`config.mk`:
```
export PLATFORM = sky130hd
export DESIGN_NAME = wb_ifetch
export DESIGN_NICKNAME = d
export VERILOG_FILES = /design/src/rtl/wb_ifetch_pkg.sv /design/src/rtl/wb_ifetch_fifo_fwft.sv /design/src/rtl/wb_ifetch.sv
export SDC_FILE = /design/constraint.sdc
export NUM_CORES = 1
export LEC_CHECK = 0
export CAP_MARGIN = 20
export CORE_MARGIN = 2
export CORE_UTILIZATION = 55
export DETAILED_ROUTE_END_ITERATION = 8
export PLACE_DENSITY = 0.8
export SYNTH_ARGS = -nofsm -noshare
export SYNTH_HDL_FRONTEND = slang
export SYNTH_SLANG_ARGS = --single-unit
```
`constraint.sdc`:
```
create_clock -name clk -period 4.3 [get_ports clk]
set_input_delay 0.86 -clock clk [delete_from_list [all_inputs] [get_ports clk]]
set_output_delay 0.86 -clock clk [all_outputs]
set_load 0.1 [all_outputs]
```
`src/rtl/wb_ifetch_pkg.sv`:
```
// Shared types for the instruction fetch unit: FSM encoding and counter sizing.
package wb_ifetch_pkg;

   typedef enum logic [1:0] {
      IDLE  = 2'd0,
      FETCH = 2'd1,
      FLUSH = 2'd2
   } state_t;

   localparam int DEPTH_DEF = 4;

   function automatic int cnt_width(input int depth);
      return $clog2(depth) + 1;
   endfunction

   localparam int CW = cnt_width(DEPTH_DEF);

endpackage

```
`src/rtl/wb_ifetch_fifo_fwft.sv`:
```
// First-word-fall-through FIFO: head visible in the cycle empty deasserts.
// Zero-cycle read latency; a push at full is only legal together with a pop.
module fifo_fwft #(
   parameter int WIDTH = 8,
   parameter int DEPTH = 4
) (
   input  logic                   clk,
   input  logic                   rst_n,
   input  logic                   push,
   input  logic [WIDTH-1:0]       push_dat,
   input  logic                   pop,
   input  logic                   clear,
   output logic [WIDTH-1:0]       pop_dat,
   output logic                   full,
   output logic                   empty,
   output logic [$clog2(DEPTH):0] count
);

   localparam int PW   = $clog2(DEPTH);
   localparam int CNTW = PW + 1;

   logic [WIDTH-1:0] mem [DEPTH];
   logic [PW-1:0]    wr_ptr;
   logic [PW-1:0]    rd_ptr;
   logic             do_push;
   logic             do_pop;

   assign full    = (count == CNTW'(DEPTH));
   assign empty   = (count == '0);
   assign do_pop  = pop & !empty & !clear;
   assign do_push = push & !clear & (!full | do_pop);
   assign pop_dat = mem[rd_ptr];

   always_ff @(posedge clk or negedge rst_n) begin
      if (!rst_n) begin
         wr_ptr <= '0;
         rd_ptr <= '0;
         count  <= '0;
      end else if (clear) begin
         wr_ptr <= '0;
         rd_ptr <= '0;
         count  <= '0;
      end else begin
         if (do_push) wr_ptr <= wr_ptr + PW'(1);
         if (do_pop)  rd_ptr <= rd_ptr + PW'(1);
         count <= count + CNTW'(do_push) - CNTW'(do_pop);
      end
   end

   always_ff @(posedge clk) begin
      if (do_push) mem[wr_ptr] <= push_dat;
   end

   a_no_overflow: assert property (@(posedge clk) disable iff (!rst_n)
      !(push && full && !pop && !clear));

endmodule

```
`src/rtl/wb_ifetch.sv`:
```
// Pipelined Wishbone read master streaming sequential ROM words into a prefetch FIFO.
// Accept-to-ins_valid is 2 cycles with a zero-wait slave; issue stops when FIFO+in-flight reaches DEPTH.
module wb_ifetch
   import wb_ifetch_pkg::*;
#(
   parameter int            AW        = 12,
   parameter int            DEPTH     = DEPTH_DEF,
   parameter logic [AW-1:0] RESET_ADR = '0
) (
   input  logic          clk,
   input  logic          rst_n,
   input  logic          en,
   input  logic          redirect,
   input  logic [AW-1:0] redirect_adr,
   output logic [15:0]   ins,
   output logic [AW-1:0] ins_adr,
   output logic          ins_valid,
   input  logic          ins_ready,
   output logic          wb_cyc,
   output logic          wb_stb,
   output logic          wb_we,
   output logic [AW-1:0] wb_adr,
   input  logic [15:0]   wb_dat_i,
   input  logic          wb_ack,
   input  logic          wb_stall
);

   localparam int OW = cnt_width(DEPTH);

   state_t          state;
   logic [AW-1:0]   adr_q;
   logic [AW-1:0]   redir_q;
   logic            redir_pend;
   logic            pend_q;
   logic [OW-1:0]   outstanding;
   logic [OW-1:0]   discard;
   logic [OW-1:0]   out_next;
   logic [OW-1:0]   disc_flush;
   logic            accept;
   logic            ack;
   logic            credit;
   logic            live;
   logic            stall_hold;

   logic [OW-1:0]    dat_count;
   logic             dat_full;
   logic             dat_empty;
   logic [16+AW-1:0] dat_head;
   logic [OW-1:0]    tag_count;
   logic             tag_full;
   logic             tag_empty;
   logic [AW-1:0]    tag_head;

   assign wb_cyc = (state != IDLE);
   assign wb_we  = 1'b0;
   assign wb_adr = adr_q;

   // A stalled request stays on the bus no matter what en or credit do.
   always_comb begin
      wb_stb = 1'b0;
      case (state)
         FETCH:   wb_stb = pend_q | (en & credit);
         FLUSH:   wb_stb = pend_q;
         default: wb_stb = 1'b0;
      endcase
   end

   assign accept     = wb_stb & !wb_stall;
   assign ack        = wb_ack & wb_cyc;
   assign stall_hold = wb_stb & wb_stall;
   assign credit     = (int'(dat_count) + int'(outstanding)) < DEPTH;
   assign out_next   = outstanding + OW'(accept) - OW'(ack);
   assign disc_flush = discard + OW'(accept) - OW'(ack);
   assign live       = (state == FETCH) & !redirect;

   assign ins       = dat_head[AW +: 16];
   assign ins_adr   = dat_head[AW-1:0];
   assign ins_valid = !dat_empty;

   always_ff @(posedge clk or negedge rst_n) begin
      if (!rst_n) begin
         state       <= IDLE;
         adr_q       <= RESET_ADR;
         redir_q     <= RESET_ADR;
         redir_pend  <= 1'b0;
         pend_q      <= 1'b0;
         outstanding <= '0;
         discard     <= '0;
      end else begin
         outstanding <= out_next;
         pend_q      <= stall_hold;
         if (redirect) begin
            discard <= out_next;
            // A request still stalled on the bus keeps its address; the new target waits behind it.
            if (stall_hold) begin
               redir_pend <= 1'b1;
               redir_q    <= redirect_adr;
            end else begin
               redir_pend <= 1'b0;
               adr_q      <= redirect_adr;
            end
            if (out_next != '0 || stall_hold) state <= FLUSH;
            else if (en)                      state <= FETCH;
            else                              state <= IDLE;
         end else begin
            if (accept) begin
               if (redir_pend) begin
                  adr_q      <= redir_q;
                  redir_pend <= 1'b0;
               end else begin
                  adr_q <= adr_q + AW'(1);
               end
            end
            case (state)
               IDLE:  if (en) state <= FETCH;
               FETCH: if (!en && !wb_stb && out_next == '0) state <= IDLE;
               FLUSH: begin
                  discard <= disc_flush;
                  if (disc_flush == '0 && !stall_hold) state <= FETCH;
               end
               default: state <= IDLE;
            endcase
         end
      end
   end

   fifo_fwft #(.WIDTH(16 + AW), .DEPTH(DEPTH)) u_dat_fifo (
      .clk      (clk),
      .rst_n    (rst_n),
      .push     (ack & live),
      .push_dat ({wb_dat_i, tag_head}),
      .pop      (ins_ready),
      .clear    (redirect),
      .pop_dat  (dat_head),
      .full     (dat_full),
      .empty    (dat_empty),
      .count    (dat_count)
   );

   fifo_fwft #(.WIDTH(AW), .DEPTH(DEPTH)) u_tag_fifo (
      .clk      (clk),
      .rst_n    (rst_n),
      .push     (accept & live),
      .push_dat (adr_q),
      .pop      (ack & live),
      .clear    (redirect),
      .pop_dat  (tag_head),
      .full     (tag_full),
      .empty    (tag_empty),
      .count    (tag_count)
   );

   a_tag_tracks: assert property (@(posedge clk) disable iff (!rst_n)
      (state == FETCH) |-> (tag_count == outstanding));
   a_tag_on_ack: assert property (@(posedge clk) disable iff (!rst_n)
      (ack && live) |-> !tag_empty);
   a_tag_room: assert property (@(posedge clk) disable iff (!rst_n)
      (accept && live) |-> (!tag_full || ack));
   a_full_no_credit: assert property (@(posedge clk) disable iff (!rst_n)
      dat_full |-> !credit);

endmodule
```
# After elaboration in Yosys (flattened, before gate mapping)

Memories as Yosys holds them, arrays and structs flattened.
Index checks and enable logic that the tools add are counted.

Register bits: 48
Output and inout bits: 44
Logic and storage cells: 116
Input port bits: 35
Memories kept: 2
Memory bits (writable): 160

Reductions and logical operators: 29
$add $sub $neg: 14
$lt $le $gt $ge: 1
Muxes and demuxes: 31
Eq/ne operators: 8
Bitwise operators: 18

Memory list:

| name           | depth | width | rd ports | clocked after memory_dff | write ports | line                      | text |
|---|---|---|---|---|---|---|---|
| u_dat_fifo.mem | 4     | 28    | 1        | 0                        | 1           | wb_ifetch_fifo_fwft.sv:22 | `logic [WIDTH-1:0] mem [DEPTH];` |
| u_tag_fifo.mem | 4     | 12    | 1        | 0                        | 1           | wb_ifetch_fifo_fwft.sv:22 |  |

Operator list:

| operator                                            | count |
|---|---|
| two-way mux 12 bit                                  | 4 |
| two-way mux 2 bit                                   | 13 |
| bitwise AND 1 bit                                   | 15 |
| nonzero test 2 bit                                  | 7 |
| adder 12 x 1 -> 12 bit (second input constant)      | 1 |
| adder 3 x 1 -> 3 bit                                | 4 |
| zero test 3 bit                                     | 4 |
| two-way mux 3 bit                                   | 4 |
| subtractor 3 x 1 -> 3 bit                           | 4 |
| zero test 1 bit                                     | 9 |
| adder 2 x 1 -> 2 bit (second input constant)        | 4 |
| two-way mux 1 bit                                   | 8 |
| == test 3 bit (second input constant)               | 2 |
| != test 3 bit (second input constant)               | 2 |
| case mux 2 bit (3 select lines)                     | 1 |
| adder 3 x 3 -> 4 bit                                | 1 |
| < comparator 4 x 3 -> 1 bit (second input constant) | 1 |
| AND reduction 2 bit                                 | 2 |
| logical AND 1 bit                                   | 3 |
| != test 3 x 2 -> 1 bit (second input constant)      | 1 |
| OR 1 bit                                            | 3 |
| AND reduction 3 bit                                 | 1 |
| nonzero test 3 bit                                  | 1 |
| == test 2 x 1 -> 1 bit (second input constant)      | 1 |
| 5 further kinds                                     | 5 |

# Logic depth before layout (Yosys ltp)

Depth in word-level cells: 13
Mapped depth: 15
Gate-level depth less buffers: 14

# By module

Synthesis repeated with hierarchy kept, for this count alone.

Cell total of the unflattened synthesis: 512
Area total of the unflattened synthesis: 8,861.0 sq um

Modules (own cells, without submodules):

| module                 | seq. area each (sq um) | area an instance (sq um) | instances | cells an instance |
|---|---|---|---|---|
| fifo_fwft (u_dat_fifo) | 3,538.4                | 4,510.6                  | 1         | 193 |
| fifo_fwft (u_tag_fifo) | 1,616.6                | 2,254.7                  | 1         | 108 |
| wb_ifetch              | 850.8                  | 2,095.8                  | 1         | 211 |

# Worst setup path before layout

OpenSTA, ideal clock, no wires.

Kind: in2reg
Start point: input en
End point: register state[0]
Setup slack: -83 ps
Buffers on the path: 0
Library setup time: 79 ps
Data required time: 4,221 ps
Arrival: 4,303 ps
Stages: 10
Cell sequence: nand4bb_1 o41ai_4 nand2_4 ha_1 inv_1 ha_1 fa_1 or3_1 o32a_1 mux2i_1

Longest elaborated chain between the ends: 10
Elaborated cells on any way between the ends: 26
Classes of those cells: 4 x add/sub; 3 x eq/ne; 4 x mux; 4 x bitwise; 11 x reduce/logical

Ends and longest elaborated chain:

| what                                                                  | line                               | text |
|---|---|---|
| start: declaration                                                    | wb_ifetch.sv:12                    | `input logic en,` |
| bitwise AND 1 bit *                                                   | wb_ifetch.sv:62                    | `FETCH: wb_stb = pend_q \| (en & credit);` |
| OR 1 bit *                                                            | wb_ifetch.sv:62                    |  |
| case mux 1 bit (2 select lines) *                                     | wb_ifetch.sv:61                    | `case (state)` |
| net wb_stb                                                            | wb_ifetch.sv:20                    | `output logic wb_stb,` |
| bitwise AND 1 bit *                                                   | wb_ifetch.sv:68                    | `assign accept = wb_stb & !wb_stall;` |
| adder 3 x 1 -> 3 bit *                                                | wb_ifetch.sv:72                    | `assign out_next = outstanding + OW'(accept) - OW'(ack);` |
| subtractor 3 x 1 -> 3 bit *                                           | wb_ifetch.sv:72                    |  |
| net out_next[1]                                                       | wb_ifetch.sv:37                    | `logic [OW-1:0] out_next;` |
| zero test 3 bit or nonzero test 3 bit (tied branches)                 | wb_ifetch.sv:116, wb_ifetch.sv:102 |  |
| logical AND 1 bit or logical OR 1 bit (tied branches)                 | wb_ifetch.sv:116, wb_ifetch.sv:102 |  |
| != test 3 x 2 -> 1 bit (no line) or two-way mux 2 bit (tied branches) | -                                  |  |
| AND reduction 3 bit (no line) or two-way mux 2 bit (tied branches)    | -                                  |  |
| end signal: assignment                                                | wb_ifetch.sv:115                   | `IDLE: if (en) state <= FETCH;` |
| end signal: assignment                                                | wb_ifetch.sv:116                   | `FETCH: if (!en && !wb_stb && out_next == '0) state <= IDLE;` |
| end signal: assignment                                                | wb_ifetch.sv:119                   | `if (disc_flush == '0 && !stall_hold) state <= FETCH;` |
| end: declaration                                                      | wb_ifetch.sv:30                    | `state_t state;` |

The timed path passes the listed nets; every way through them passes the cells marked *.
A chain may end at the register's enable or synchronous reset.

# Worst setup path after layout

Start point: input en
End point: register state[0]

Longest elaborated chain between the ends: 10
Elaborated cells on any way between the ends: 26
Classes of those cells: 4 x add/sub; 3 x eq/ne; 4 x mux; 4 x bitwise; 11 x reduce/logical

Ends and longest elaborated chain:

| what                                                                  | line |
|---|---|
| bitwise AND 1 bit *                                                   | wb_ifetch.sv:62 |
| OR 1 bit *                                                            | wb_ifetch.sv:62 |
| case mux 1 bit (2 select lines) *                                     | wb_ifetch.sv:61 |
| bitwise AND 1 bit *                                                   | wb_ifetch.sv:68 |
| adder 3 x 1 -> 3 bit *                                                | wb_ifetch.sv:72 |
| subtractor 3 x 1 -> 3 bit *                                           | wb_ifetch.sv:72 |
| net out_next[2]                                                       | wb_ifetch.sv:37 |
| zero test 3 bit or nonzero test 3 bit (tied branches)                 | wb_ifetch.sv:116, wb_ifetch.sv:102 |
| logical AND 1 bit or logical OR 1 bit (tied branches)                 | wb_ifetch.sv:116, wb_ifetch.sv:102 |
| != test 3 x 2 -> 1 bit (no line) or two-way mux 2 bit (tied branches) | - |
| AND reduction 3 bit (no line) or two-way mux 2 bit (tied branches)    | - |

Marked as above.

==> impl_metrics.yaml <==
timing:
  hold_ws_ns: 0.300
  maxSlewHeadroom_pct: 33.9
  worst_pin_slew_ns: 0.989
  hold_viol_final: 0
  skew_ns: 0.0155
  max_freq_mhz: 286
  fin_ws_ns: 0.798
  final_max_slew_viol_count: 0
  rsz0062_at_grt: "no"
  finalSetupTns_ns: 0
  fin_crit_sh_pct: 81.4
  period_needed_ns: 3.50
  setup_viol_count_final: 0
place:
  dp_slack_ns: 0.313
  portBuffers: 77
  hpwl_um: 9440
  dp.cells: 794
  gp_congestion: 0.839
  placed_cell_area_um2: 9700
cts:
  ctsRootBufferMaster: "clkbuf_16"
  clk-insertion-delay-late_ns: 0.50
  cts_resized: 0
  post-cts-setup-buffer-count: 0
  cts.path.max_buffers: 3
  tritoncts: "done"
  ctsHoldBuffers: 0
  cts_made_buffers: 21
  htreeDepth: 1
  clock-sinks: 208
  path_clk_slew_ns: 0.06
route:
  drtIter0Drc: 267
  post-route-drc-count: 0
  wl_per_cell_um: 18.7
  avgViaCountPerCell: 5.65
  routed_wl_um: 15600
  vias: 4709
  ant_nets: 0
  dr.pass1.iters: 4
grt:
  grt_usage_pct: 19.3
  use_met1_pct: 24.7
  grt_max_degree: 46
  grt_pass1_vias: 5012
  grt-ovfl-total: 0
  antenna_found_initial: 0
  grt_pass1_wl_um: 25200
  grt.met3_usage_pct: 3.24
  use_met2_pct: 34.4
  grt.busiest_layer: "met2"
power_and_ir_drop:
  combPwrFrac_pct: 32.2
  p_leak_nw: 3.71
  peakVddDrop_v: 0.000506
  switching_power_mw: 2.26
  p_int_mw: 4.00
  swShare_pct: 36.1
  finalPower_mw: 6.26
  seqPwrFrac_pct: 40.1
  clkPwrFrac_pct: 27.7
  p_per_area_nw_per_um2: 604
synthesis:
  syn_inst: 514
  ys_seq_area_share_pct: 68.9
  synthArstFlopShare_pct: 23.1
  avgSynthCellArea_um2: 17.0
  synth_edf_count: 160
  yosys_warnings: 0
  synth_cell_types: 52
  ys_seq_elements: 208
  syn_nets: 574
  dominantRegCellSynth: "edfxtp_1"
  synth_area_um2: 8720
finish:
  utilization_pct: 66.0
  antenna_cells: 0
  nNetsFinal: 662
  final_cell_mix: "edfxtp_1, dfrtp_1, clkdlybuf4s50_1, mux4_2, buf_4"
  layout-drive-gt1-share_pct: 21.6
  area_growth_pct: 18.9
  mostFrequentLayoutCell: "edfxtp_1"
  fin_area_um2: 10400
  final_cells: 833
  fillers: 1060
flow_run:
  drv_cap: 0
setup_path:
  worst_ep_arrival_time_ns: 3.91
  worstPathMaxFanout: 4
  worst_setup_path_start_kind: "primary input"
  critical_path_class: "primary input to flop"
  worst_ep_required_time_ns: 4.71
  cp-end-kind: "flop"
run_status:
  outcome: "completed"
floorplan:
  die_height_um: 130
  core_region_area_um2: 15700
  die_area_um2: 16900
  initial_core_util_pct: 55.5
  rows: 46
  die_x_um: 130
  pin_count: 79
worst_hold_path:
  worstHoldPathType: "primary input to asynchronous set/reset pin"
synth_stat cells (3+ instances only):
library cell    n  share of area [%]
edfxtp_1      160                 55
dfrtp_1        48                 14
mux4_2         40                 10
inv_1          25                1.1
nand2_1        25                1.1
nor2_1         23               0.99
ha_1           21                3.0
o21ai_0        21                1.2
a21oi_1        15               0.86
and2_1         12               0.86
mux2_2         11                1.4
mux2i_1        11                1.3
xor2_1         10                1.0
clkbuf_1        9               0.39
buf_1           8               0.34
nor3_1          8               0.46
xnor2_1         8               0.80
nand3_1         7               0.40
fa_1            4               0.92
and3_1          3               0.22
buf_2           3               0.17
nand2b_1        3               0.22
nor2b_1         3               0.22
o211ai_1        3               0.26
o32a_1          3               0.34
final cells by class:
class                           count  area [um^2]  share of cell area (%)
Tap cell                          216          270                    2.61
Timing Repair Buffer               87          781                    7.53
Multi-Input combinational cell    259         2570                    24.7
Clock buffer                       27          548                    5.28
Sequential cell                   208         6010                    57.9
Clock inverter                     11          108                    1.04
Inverter                           25         93.8                   0.905
state kept, by name, indices dropped and copies added, names as in the netlist:
register           count
u_dat_fifo.mem       112
u_tag_fifo.mem        48
redir_q               12
wb_adr                12
discard                3
outstanding            3
u_dat_fifo.count       3
u_tag_fifo.count       3
state                  2
u_dat_fifo.rd_ptr      2
u_dat_fifo.wr_ptr      2
u_tag_fifo.rd_ptr      2
u_tag_fifo.wr_ptr      2
pend_q                 1
redir_pend             1
kinds of logic after synthesis:
logic type | count (synthesis) | share of synthesized area (%)
flops | 208 | 68.9
mux | 64 | 13.3
fa+ha+maj | 25 | 3.93
xor+xnor | 18 | 1.81
buf+inv | 47 | 2.19
compound gates | 55 | 4.36
simple gates | 96 | 5.49
other cells | 1 | 0.0430
path summary, 6_finish.rpt:
check / slack [ns] / startpoint / cells past startpoint / to
worst max-delay path: 0.80 / en / 12 / state[0]
worst min-delay path: 0.30 / rst_n / 1 / redir_q[3]
worst max register to register: 0.92 / u_dat_fifo.count[2] / 12 / state[0]
worst min register to register: 0.50 / redir_q[8] / 1 / redir_q[8]
max in group asynchronous: 3.23 / rst_n / 2 / u_dat_fifo.rd_ptr[0]
min in group clk: 0.50 / redir_q[8] / 1 / redir_q[8]
critical path, stage by stage:
cell and delay [ns]:
clkdlybuf4s50_1 0.58, nand4bb_4 0.14, o41ai_4 0.30, nand2_4 0.12, ha_4 0.28, inv_1 0.05
ha_2 0.18, fa_2 0.41, xnor2_2 0.18, or3_1 0.39, o32a_1 0.29, mux2i_1 0.14
power groups by stage:
| stage | combinational (mW) | clock (mW) | sequential, mW |
|---|---|---|---|
| after CTS | 1.96 | 1.78 | 2.56 |
| after floorplan | 1.39 | 0 | 2.71 |
| after global placement | 1.89 | 0 | 2.59 |
| final | 2.02 | 1.74 | 2.51 |
| after global routing | 2.15 | 1.85 | 2.53 |
| after detailed placement | 1.95 | 0 | 2.61 |
metal layers:
layer	up-vias	part of all wire, %	wire, um
met5	-	0	0
met4	0	2.2	340
met3	29	5.2	808
met2	134	52	8050
met1	2413	41	6390
li1	2133	-	-
(Power assumes the default switching activity.)
